--- src/rtl/pc_sequencer.sv ---
// Program-counter sequencer: issues one instruction fetch at a time, waits for the
// memory acknowledge, then advances the PC by 2, by 4 or to a branch target.
module pc_sequencer #(
    parameter int unsigned      WIDTH    = 17,
    parameter int unsigned      TIMEOUT  = 15,
    parameter logic [WIDTH-1:0] RESET_PC = WIDTH'(0)
) (
    input  logic             Clock,
    input  logic             ResetN,
    input  logic             Start,
    input  logic             Halt,
    input  logic             MemAck,
    input  logic             InstrWide,
    input  logic             BranchTaken,
    input  logic [WIDTH-1:0] BranchTarget,
    output logic             MemReq,
    output logic [WIDTH-1:0] MemAddr,
    output logic [1:0]       Selection,
    output logic [WIDTH-1:0] PC,
    output logic             Running,
    output logic             Fault
);

    localparam int unsigned CNT_W = 8;
    localparam logic [CNT_W-1:0] CNT_LAST = CNT_W'(TIMEOUT - 1);

    localparam logic [1:0] SEL_BRANCH = 2'd0;
    localparam logic [1:0] SEL_INC2   = 2'd1;
    localparam logic [1:0] SEL_INC4   = 2'd2;

    typedef enum logic [2:0] {
        S_IDLE    = 3'd0,
        S_FETCH   = 3'd1,
        S_WAIT    = 3'd2,
        S_ADVANCE = 3'd3,
        S_FAULT   = 3'd4
    } state_t;

    state_t             state;
    logic [CNT_W-1:0]   wait_cnt;
    logic [WIDTH-1:0]   target_q;
    logic [WIDTH-1:0]   pc_next_c;
    logic               misaligned_c;
    logic [1:0]         sel_on_ack_c;

    // The fetch address is always the current PC, which only moves in ADVANCE.
    assign MemAddr = PC;

    // Next-PC mux driven by the select captured with the acknowledge.
    always_comb begin
        pc_next_c = PC;
        case (Selection)
            SEL_BRANCH: pc_next_c = target_q;
            SEL_INC4:   pc_next_c = PC + WIDTH'(4);
            default:    pc_next_c = PC + WIDTH'(2);
        endcase
    end

    // A taken branch to an odd address cannot be a legal instruction boundary.
    assign misaligned_c = (Selection == SEL_BRANCH) && target_q[0];

    always_comb begin
        sel_on_ack_c = SEL_INC2;
        if (BranchTaken) begin
            sel_on_ack_c = SEL_BRANCH;
        end else if (InstrWide) begin
            sel_on_ack_c = SEL_INC4;
        end
    end

    // Sequencer state and all registered outputs.
    always_ff @(posedge Clock or negedge ResetN) begin
        if (!ResetN) begin
            state     <= S_IDLE;
            PC        <= RESET_PC;
            MemReq    <= 1'b0;
            Selection <= SEL_INC2;
            Running   <= 1'b0;
            Fault     <= 1'b0;
            wait_cnt  <= '0;
            target_q  <= '0;
        end else begin
            case (state)
                S_IDLE: begin
                    if (Start) begin
                        state   <= S_FETCH;
                        MemReq  <= 1'b1;
                        Running <= 1'b1;
                    end
                end

                S_FETCH: begin
                    state    <= S_WAIT;
                    wait_cnt <= '0;
                end

                S_WAIT: begin
                    // An acknowledge wins over a timeout landing in the same cycle.
                    if (MemAck) begin
                        state     <= S_ADVANCE;
                        MemReq    <= 1'b0;
                        Selection <= sel_on_ack_c;
                        target_q  <= BranchTarget;
                    end else if (wait_cnt == CNT_LAST) begin
                        state    <= S_FAULT;
                        MemReq   <= 1'b0;
                        Running  <= 1'b0;
                        Fault    <= 1'b1;
                        wait_cnt <= wait_cnt + CNT_W'(1);
                    end else begin
                        wait_cnt <= wait_cnt + CNT_W'(1);
                    end
                end

                S_ADVANCE: begin
                    if (misaligned_c) begin
                        state   <= S_FAULT;
                        Running <= 1'b0;
                        Fault   <= 1'b1;
                    end else begin
                        PC <= pc_next_c;
                        if (Halt) begin
                            state   <= S_IDLE;
                            Running <= 1'b0;
                        end else begin
                            state  <= S_FETCH;
                            MemReq <= 1'b1;
                        end
                    end
                end

                S_FAULT: begin
                    state <= S_FAULT;
                end

                default: begin
                    state   <= S_IDLE;
                    MemReq  <= 1'b0;
                    Running <= 1'b0;
                end
            endcase
        end
    end

    // Structural invariants of the registered outputs.
    a_sel_legal: assert property (@(posedge Clock) disable iff (!ResetN)
        Selection != 2'd3);

    a_req_running: assert property (@(posedge Clock) disable iff (!ResetN)
        MemReq |-> Running);

    a_fault_idle: assert property (@(posedge Clock) disable iff (!ResetN)
        Fault |-> (!Running && !MemReq));

    a_req_held: assert property (@(posedge Clock) disable iff (!ResetN)
        (state == S_WAIT && !MemAck && wait_cnt != CNT_LAST) |=> MemReq);

endmodule

--- config.mk ---
export PLATFORM = sky130hd
export DESIGN_NAME = pc_sequencer
export DESIGN_NICKNAME = d
export VERILOG_FILES = /design/src/rtl/pc_sequencer.sv
export SDC_FILE = /design/constraint.sdc
export NUM_CORES = 1
export LEC_CHECK = 0
export ABC_AREA = 1
export CAP_MARGIN = 15
export CORE_UTILIZATION = 50
export DETAILED_ROUTE_END_ITERATION = 8
export PLACE_DENSITY_LB_ADDON = 0.15
export SYNTH_ARGS = -nofsm -noshare
export SYNTH_HDL_FRONTEND = slang
export SYNTH_SLANG_ARGS = --single-unit
--- constraint.sdc ---
create_clock -name Clock -period 1.79 [get_ports Clock]
set_clock_uncertainty 0.05 [all_clocks]
set_input_delay 0.537 -clock Clock [delete_from_list [all_inputs] [get_ports Clock]]
set_output_delay 0.537 -clock Clock [all_outputs]
set_load 0.01 [all_outputs]
==> results of run 1 <==
[state kept, by name, summed over array words and instances, names as in the netlist]
| register | cells |
|---|---|
| Fault | 1 |
| MemAddr | 17 |
| MemReq | 1 |
| Running | 1 |
| Selection | 2 |
| state | 3 |
| target_q | 17 |
| wait_cnt | 8 |
[report_power, final]
group	leakage, nW	switching (mW)	internal [mW]	total, mW
clock	0.0585	0.403	0.419	0.823
combinational	1.27	1.89	1.32	3.21
sequential	0.616	0.302	1.60	1.90
[metal layers]
metal / share of wire / vias to the layer above / global-route usage
met5: 0 / - / 0
met4: 0.015 / 0 / 0.08750
met3: 0.042 / 14 / 0.03886
met2: 0.50 / 84 / 0.4650
met1: 0.44 / 1336 / 0.3221
li1: - / 1467 / -
[stage by stage]
step           utilization  instances    TNS, ns
6_report            0.6823        566          0
5_1_grt             0.6823        566   -0.02381
4_1_cts             0.6797        566          0
3_5_place_dp        0.6479        544   -0.07156
3_3_place_gp        0.6479        544  -0.005568
2_1_floorplan            -        419          0
[critical path: stages (launching register included)]
cell and delay, ns:
dfrtp_1 0.39, buf_4 0.15, dlygate4sd2_1 0.28
[area by class of cell]
type	count	share of cell area
clock buffers	5	0.01777
clock inverters	3	0.01131
inverters	48	0.04717
multi-input cells	297	0.3677
flip-flops and latches	50	0.3260
well taps	72	0.02326
repair buffers	91	0.2068
[Yosys cell counts (7+ instances only)]
library cell | count | area, um2
nand3_1 | 32 | 160.2
o21ai_0 | 16 | 80.08
nor2_1 | 39 | 146.4
nand2_2 | 8 | 50.05
nand4_1 | 7 | 43.79
buf_4 | 18 | 135.1
nand2_1 | 132 | 495.5
o21ai_1 | 11 | 55.05
inv_1 | 33 | 123.9
inv_2 | 13 | 48.80
a21oi_1 | 16 | 80.08
dfrtp_1 | 49 | 1226
[logic make-up after synthesis]
| group | count (synthesis) |
|---|---|
| AO/OA/AOI/OAI | 53 |
| AND/OR/NAND/NOR | 237 |
| buffers and inverters | 72 |
| XOR/XNOR | 3 |
| flip-flops | 50 |
| adder cells (fa/ha/maj) | 4 |
[worst max path at each step]
stage / from / end
2_1_floorplan: MemAddr[2] / MemAddr[10]
3_3_place_gp: MemAck / MemReq
3_5_place_dp: MemAck / MemReq
4_1_cts: Running / Running
5_1_grt: MemAddr[2] / MemAddr[15]
6_report: MemAddr[16] / MemAddr[16]
[cell usage in the layout, fill, tap and decap left out, types with 4 or more instances in the layout]
| cell | count |
|---|---|
| dfrtp_1 | 41 |
| a21oi_1 | 16 |
| nand4_1 | 7 |
| inv_1 | 33 |
| clkbuf_8 | 5 |
| nor2_4 | 5 |
| nand2_1 | 132 |
| buf_4 | 28 |
| o21ai_1 | 12 |
| nand3_1 | 32 |
| dlygate4sd2_1 | 38 |
| nor2_2 | 4 |
| inv_2 | 13 |
| nand2_2 | 8 |
| nor2_1 | 39 |
| o21ai_0 | 15 |
| dfrtp_2 | 8 |
| clkdlybuf4s50_1 | 22 |
[what timing repair did]
action,CTS,global route
setup endpoints to repair,38,7
setup buffers,14,0
gates cloned,0,0
gates resized for setup,46,5
==> results.json, run 1 <==
{
  "timing.final.crit_share": 0.9589,
  "post_layout_power_mw": 5.931,
  "power_density_mw_per_mm2": 1532,
  "boundaryPins": 63,
  "ant_nets": 0,
  "worstPathArrival_ns": 1.13,
  "synth_ff_type": "dfrtp_1",
  "mappedNetlistNets": 447,
  "yosysWarningCount": 0,
  "clk_transition_reported_paths_ns": 0.10,
  "final.setup.worst_slack_ns": 0.07354,
  "worstMarginPinSlew_ns": 0.3962,
  "synth_edf_count": 0,
  "drt_pre_antenna_iters": 5,
  "timing.final.crit_period_ns": 1.716,
  "ir_drop_uv": 679.8,
  "crit-reg2reg-launch": "MemAddr[2]",
  "worst_setup_path_end_kind": "output port",
  "tritoncts": "done",
  "timing.slew.headroom": 0.7349,
  "detailed_place_hpwl_mm": 5.579,
  "cts_buffer_depth": 2,
  "synth-simple-area-share": 0.3455,
  "instance_area_after_placement_mm2": 0.003677,
  "synth_compound_gate_area_share": 0.09599,
  "worst_min_delay_path_class": "input port to async pin",
  "clock_insertion_delay_worst_skew_ns": 0.31,
  "synth.ff_latch_count": 50,
  "antenna_cells": 0,
  "die_h_um": 79.77,
  "synth.area.mux_share": 0,
  "drive_gt1_frac": 0.1680,
  "status": "complete, no violations",
  "regToRegSetupSlack_ns": 0.14,
  "p_leak_nw": 1.946,
  "cts_buffers": 5,
  "floorplan.die.width_um": 79.77,
  "cap_violations": 0,
  "adder_and_majority_cell_fraction_of_the_synthesized_area": 0.01655,
  "routedWlPerCell_um": 13.39,
  "setup_violations": 0,
  "worst_r2r_path_depth": 8,
  "core.rowCount": 27,
  "clock_tree.root_cell": "clkbuf_8",
  "drc_violation_count_after_routing": 0,
  "ys_seq_area_frac": 0.4141,
  "synth_xor_xnor_area_share": 0.008688,
  "final_max_slew_viol_count": 0,
  "viasPerCell": 5.125,
  "timing.critical_path.fanout_max": 3,
  "place_congestion": 0.9110,
  "footprint_of_the_multi_input_gates_mm2": 0.001424,
  "worst_r2r_endpoint": "MemAddr[15]",
  "grt_overflow": 0,
  "worst_hold_slack_ns": 0.05815,
  "seqCellArea_mm2": 0.001262,
  "grt_antenna_before_repair": 0,
  "dr.first_iter.drc_count": 255,
  "layout.nets": 521,
  "die_area_mm2": 0.006363,
  "tritoncts_num_sinks": 50,
  "timing_worst_setup_path_type": "register to output port",
  "vias": 2901,
  "cts_max_level": 2,
  "post-route-cell-area_mm2": 0.003872,
  "required_ns": 1.20,
  "totalWireLength_mm": 7.579,
  "dominant_combinational_cell_family_by_area_after_synthesis": "simple AND/OR/NAND/NOR gates",
  "fillerInstances": 492,
  "grt_pass1_vias": 2762,
  "floorplan.initialDensity": 0.5328,
  "async_reset_ff_frac": 1.000,
  "postCtsHoldBufs": 0,
  "achievable-frequency_mhz": 582.6,
  "placement.io_buffers": 62,
  "grt_usage": 0.2615,
  "floorplan.core_area_mm2": 0.005675,
  "synthesis.area_per_instance_um2": 7.218,
  "setup.worst_path.start_class": "register",
  "post-place-ws_ns": -0.05232,
  "netlist-cell-type-count": 33,
  "first_pass_grt_wire_length_mm": 12.71,
  "syn_to_final_growth_pct": 28.05,
  "postSynthCellCount": 419,
  "hold_violation_count_in_the_final_report": 0,
  "grt_max_degree": 39,
  "synth_cell_area_mm2": 0.003024
}
Power figures use the tool's default switching activity.
==> inputs of run 2 (changes only) <==
- HOLD_SLACK_MARGIN: unset -> 0.05
- clock period: 1.79 -> 2.06 ns (I/O delays scaled with it)
==> run 2 against run 1 <==
First-iteration DRC count decreased by 19%. Sequential share of layout area increased by 1.6 points. Critical path depth decreased by 1. Core utilization decreased by 3.0 points. Critical path type unchanged. Largest power group unchanged. Highest routed layer unchanged.
==> results.json, run 2 (synthesized netlist as in run 1, its figures left out) <==
{
  "fillerInstances": 507,
  "power_density_mw_per_mm2": 1325,
  "timing_worst_setup_path_type": "register to output port",
  "drc_violation_count_after_routing": 0,
  "p_leak_nw": 1.725,
  "critical_path.cell_chain": "clkdlybuf4s50_1",
  "timing.final.crit_period_ns": 1.985,
  "grt_pass1_vias": 2592,
  "detailed_place_hpwl_mm": 5.463,
  "routedWlPerCell_um": 13.07,
  "worstMarginPinSlew_ns": 0.3972,
  "grt_usage": 0.2413,
  "timing.slew.headroom": 0.7342,
  "clock_tree.root_cell": "clkbuf_8",
  "floorplan.core_area_mm2": 0.005675,
  "postCtsHoldBufs": 0,
  "hold_violation_count_in_the_final_report": 0,
  "tritoncts": "done",
  "die_area_mm2": 0.006363,
  "timing.critical_path.fanout_max": 8,
  "place_congestion": 0.8722,
  "viasPerCell": 5.186,
  "drive_gt1_frac": 0.1277,
  "mostFrequentLayoutCell": "nand2_1",
  "critical_path.n_buffers_inverters": 1,
  "boundaryPins": 63,
  "ant_nets": 0,
  "clk_transition_reported_paths_ns": 0.09,
  "cap_violations": 0,
  "antenna_cells": 0,
  "cts_buffers": 5,
  "totalWireLength_mm": 7.082,
  "setup.worst_path.start_class": "register",
  "worst_hold_slack_ns": 0.1750,
  "path_delay_family": "buffers and inverters",
  "placement.io_buffers": 62,
  "cts_max_level": 2,
  "crit_path_top_delay_cell": "clkdlybuf4s50_1",
  "core.rowCount": 27,
  "setup_violations": 0,
  "mostFrequentLayoutCells": "132 x nand2_1, 60 x clkdlybuf4s50_1, 39 x nor2_1",
  "dr.first_iter.drc_count": 207,
  "floorplan.initialDensity": 0.5328,
  "first_pass_grt_wire_length_mm": 11.75,
  "crit_path_max_cell_delay_ns": 0.56,
  "grt_overflow": 0,
  "achievable-frequency_mhz": 503.8,
  "grt_max_degree": 37,
  "required_ns": 1.39,
  "clock_insertion_delay_worst_skew_ns": 0.30,
  "cts_buffer_depth": 2,
  "floorplan.die.width_um": 79.77,
  "worst_setup_path_end_kind": "output port",
  "layout.nets": 497,
  "status": "complete, no violations",
  "grt_antenna_before_repair": 0,
  "ir_drop_uv": 803.5,
  "drt_pre_antenna_iters": 5,
  "syn_to_final_growth_pct": 22.47,
  "worst_min_delay_path_class": "input port to async pin",
  "timing.final.crit_share": 0.9636,
  "vias": 2811,
  "tns_ns": 0,
  "die_h_um": 79.77,
  "final_max_slew_viol_count": 0,
  "tritoncts_num_sinks": 50,
  "worstPathArrival_ns": 1.32,
  "rsz0062_at_grt": "false"
}
-- run 2: per-stage QoR --
| step | instances | instance area, um2 | total power [mW] | utilization | worst slack (ns) |
|---|---|---|---|---|---|
| finish | 542 | 3704 | 4.906 | 0.6526 | 0.07502 |
| global route | 542 | 3704 | 5.331 | 0.6526 | 0.01829 |
| CTS | 542 | 3691 | 4.913 | 0.6504 | 0.009743 |
| detailed placement | 534 | 3602 | 4.339 | 0.6347 | 0.1136 |
| global placement | 534 | 3602 | 4.271 | 0.6347 | 0.1708 |
| floorplan | 419 | 3024 | 3.419 | - | 0.5181 |
-- run 2: worst paths after layout --
check / cells after the start / slack, ns / from / end
min in group Clock: 2 / 0.42 / Running / Running
worst max register to register: 8 / 0.33 / Selection[0] / MemAddr[6]
worst min register to register: 2 / 0.42 / Running / Running
worst max-delay path: 1 / 0.08 / MemAddr[12] / MemAddr[12]
max in group asynchronous: 2 / 1.27 / ResetN / MemAddr[12]
worst min-delay path: 1 / 0.18 / ResetN / target_q[10]
-- run 2: cell type report --
cell class                 count  area, um2  share of cell area
inverter                      48      182.7             0.04932
clock inverter                 1      7.507            0.002027
tap                           72      90.09             0.02432
clock buffer                   7      76.32             0.02061
multi-input combinational    297       1411              0.3811
timing repair buffer          67      668.1              0.1804
sequential                    50       1267              0.3422
-- run 2: routing by layer --
layer | part of all wire | track usage | wire length [um]
met1 | 0.44 | 0.3029 | 3129
met2 | 0.49 | 0.4222 | 3504
met3 | 0.050 | 0.04000 | 352
met4 | 0.013 | 0.07500 | 95
met5 | 0 | 0 | 0
-- run 2: timing repair --
| item | CTS | global route |
|---|---|---|
| pin swaps | 0 | 0 |
| setup buffers | 0 | 0 |
| setup endpoints to repair | 7 | 13 |
| gates resized for setup | 4 | 9 |
-- run 2: power by group --
part | internal (mW) | switching, mW
Sequential | 1.40 | 0.412
Clock | 0.241 | 0.323
Combinational | 1.13 | 1.40
Total | 2.77 | 2.14
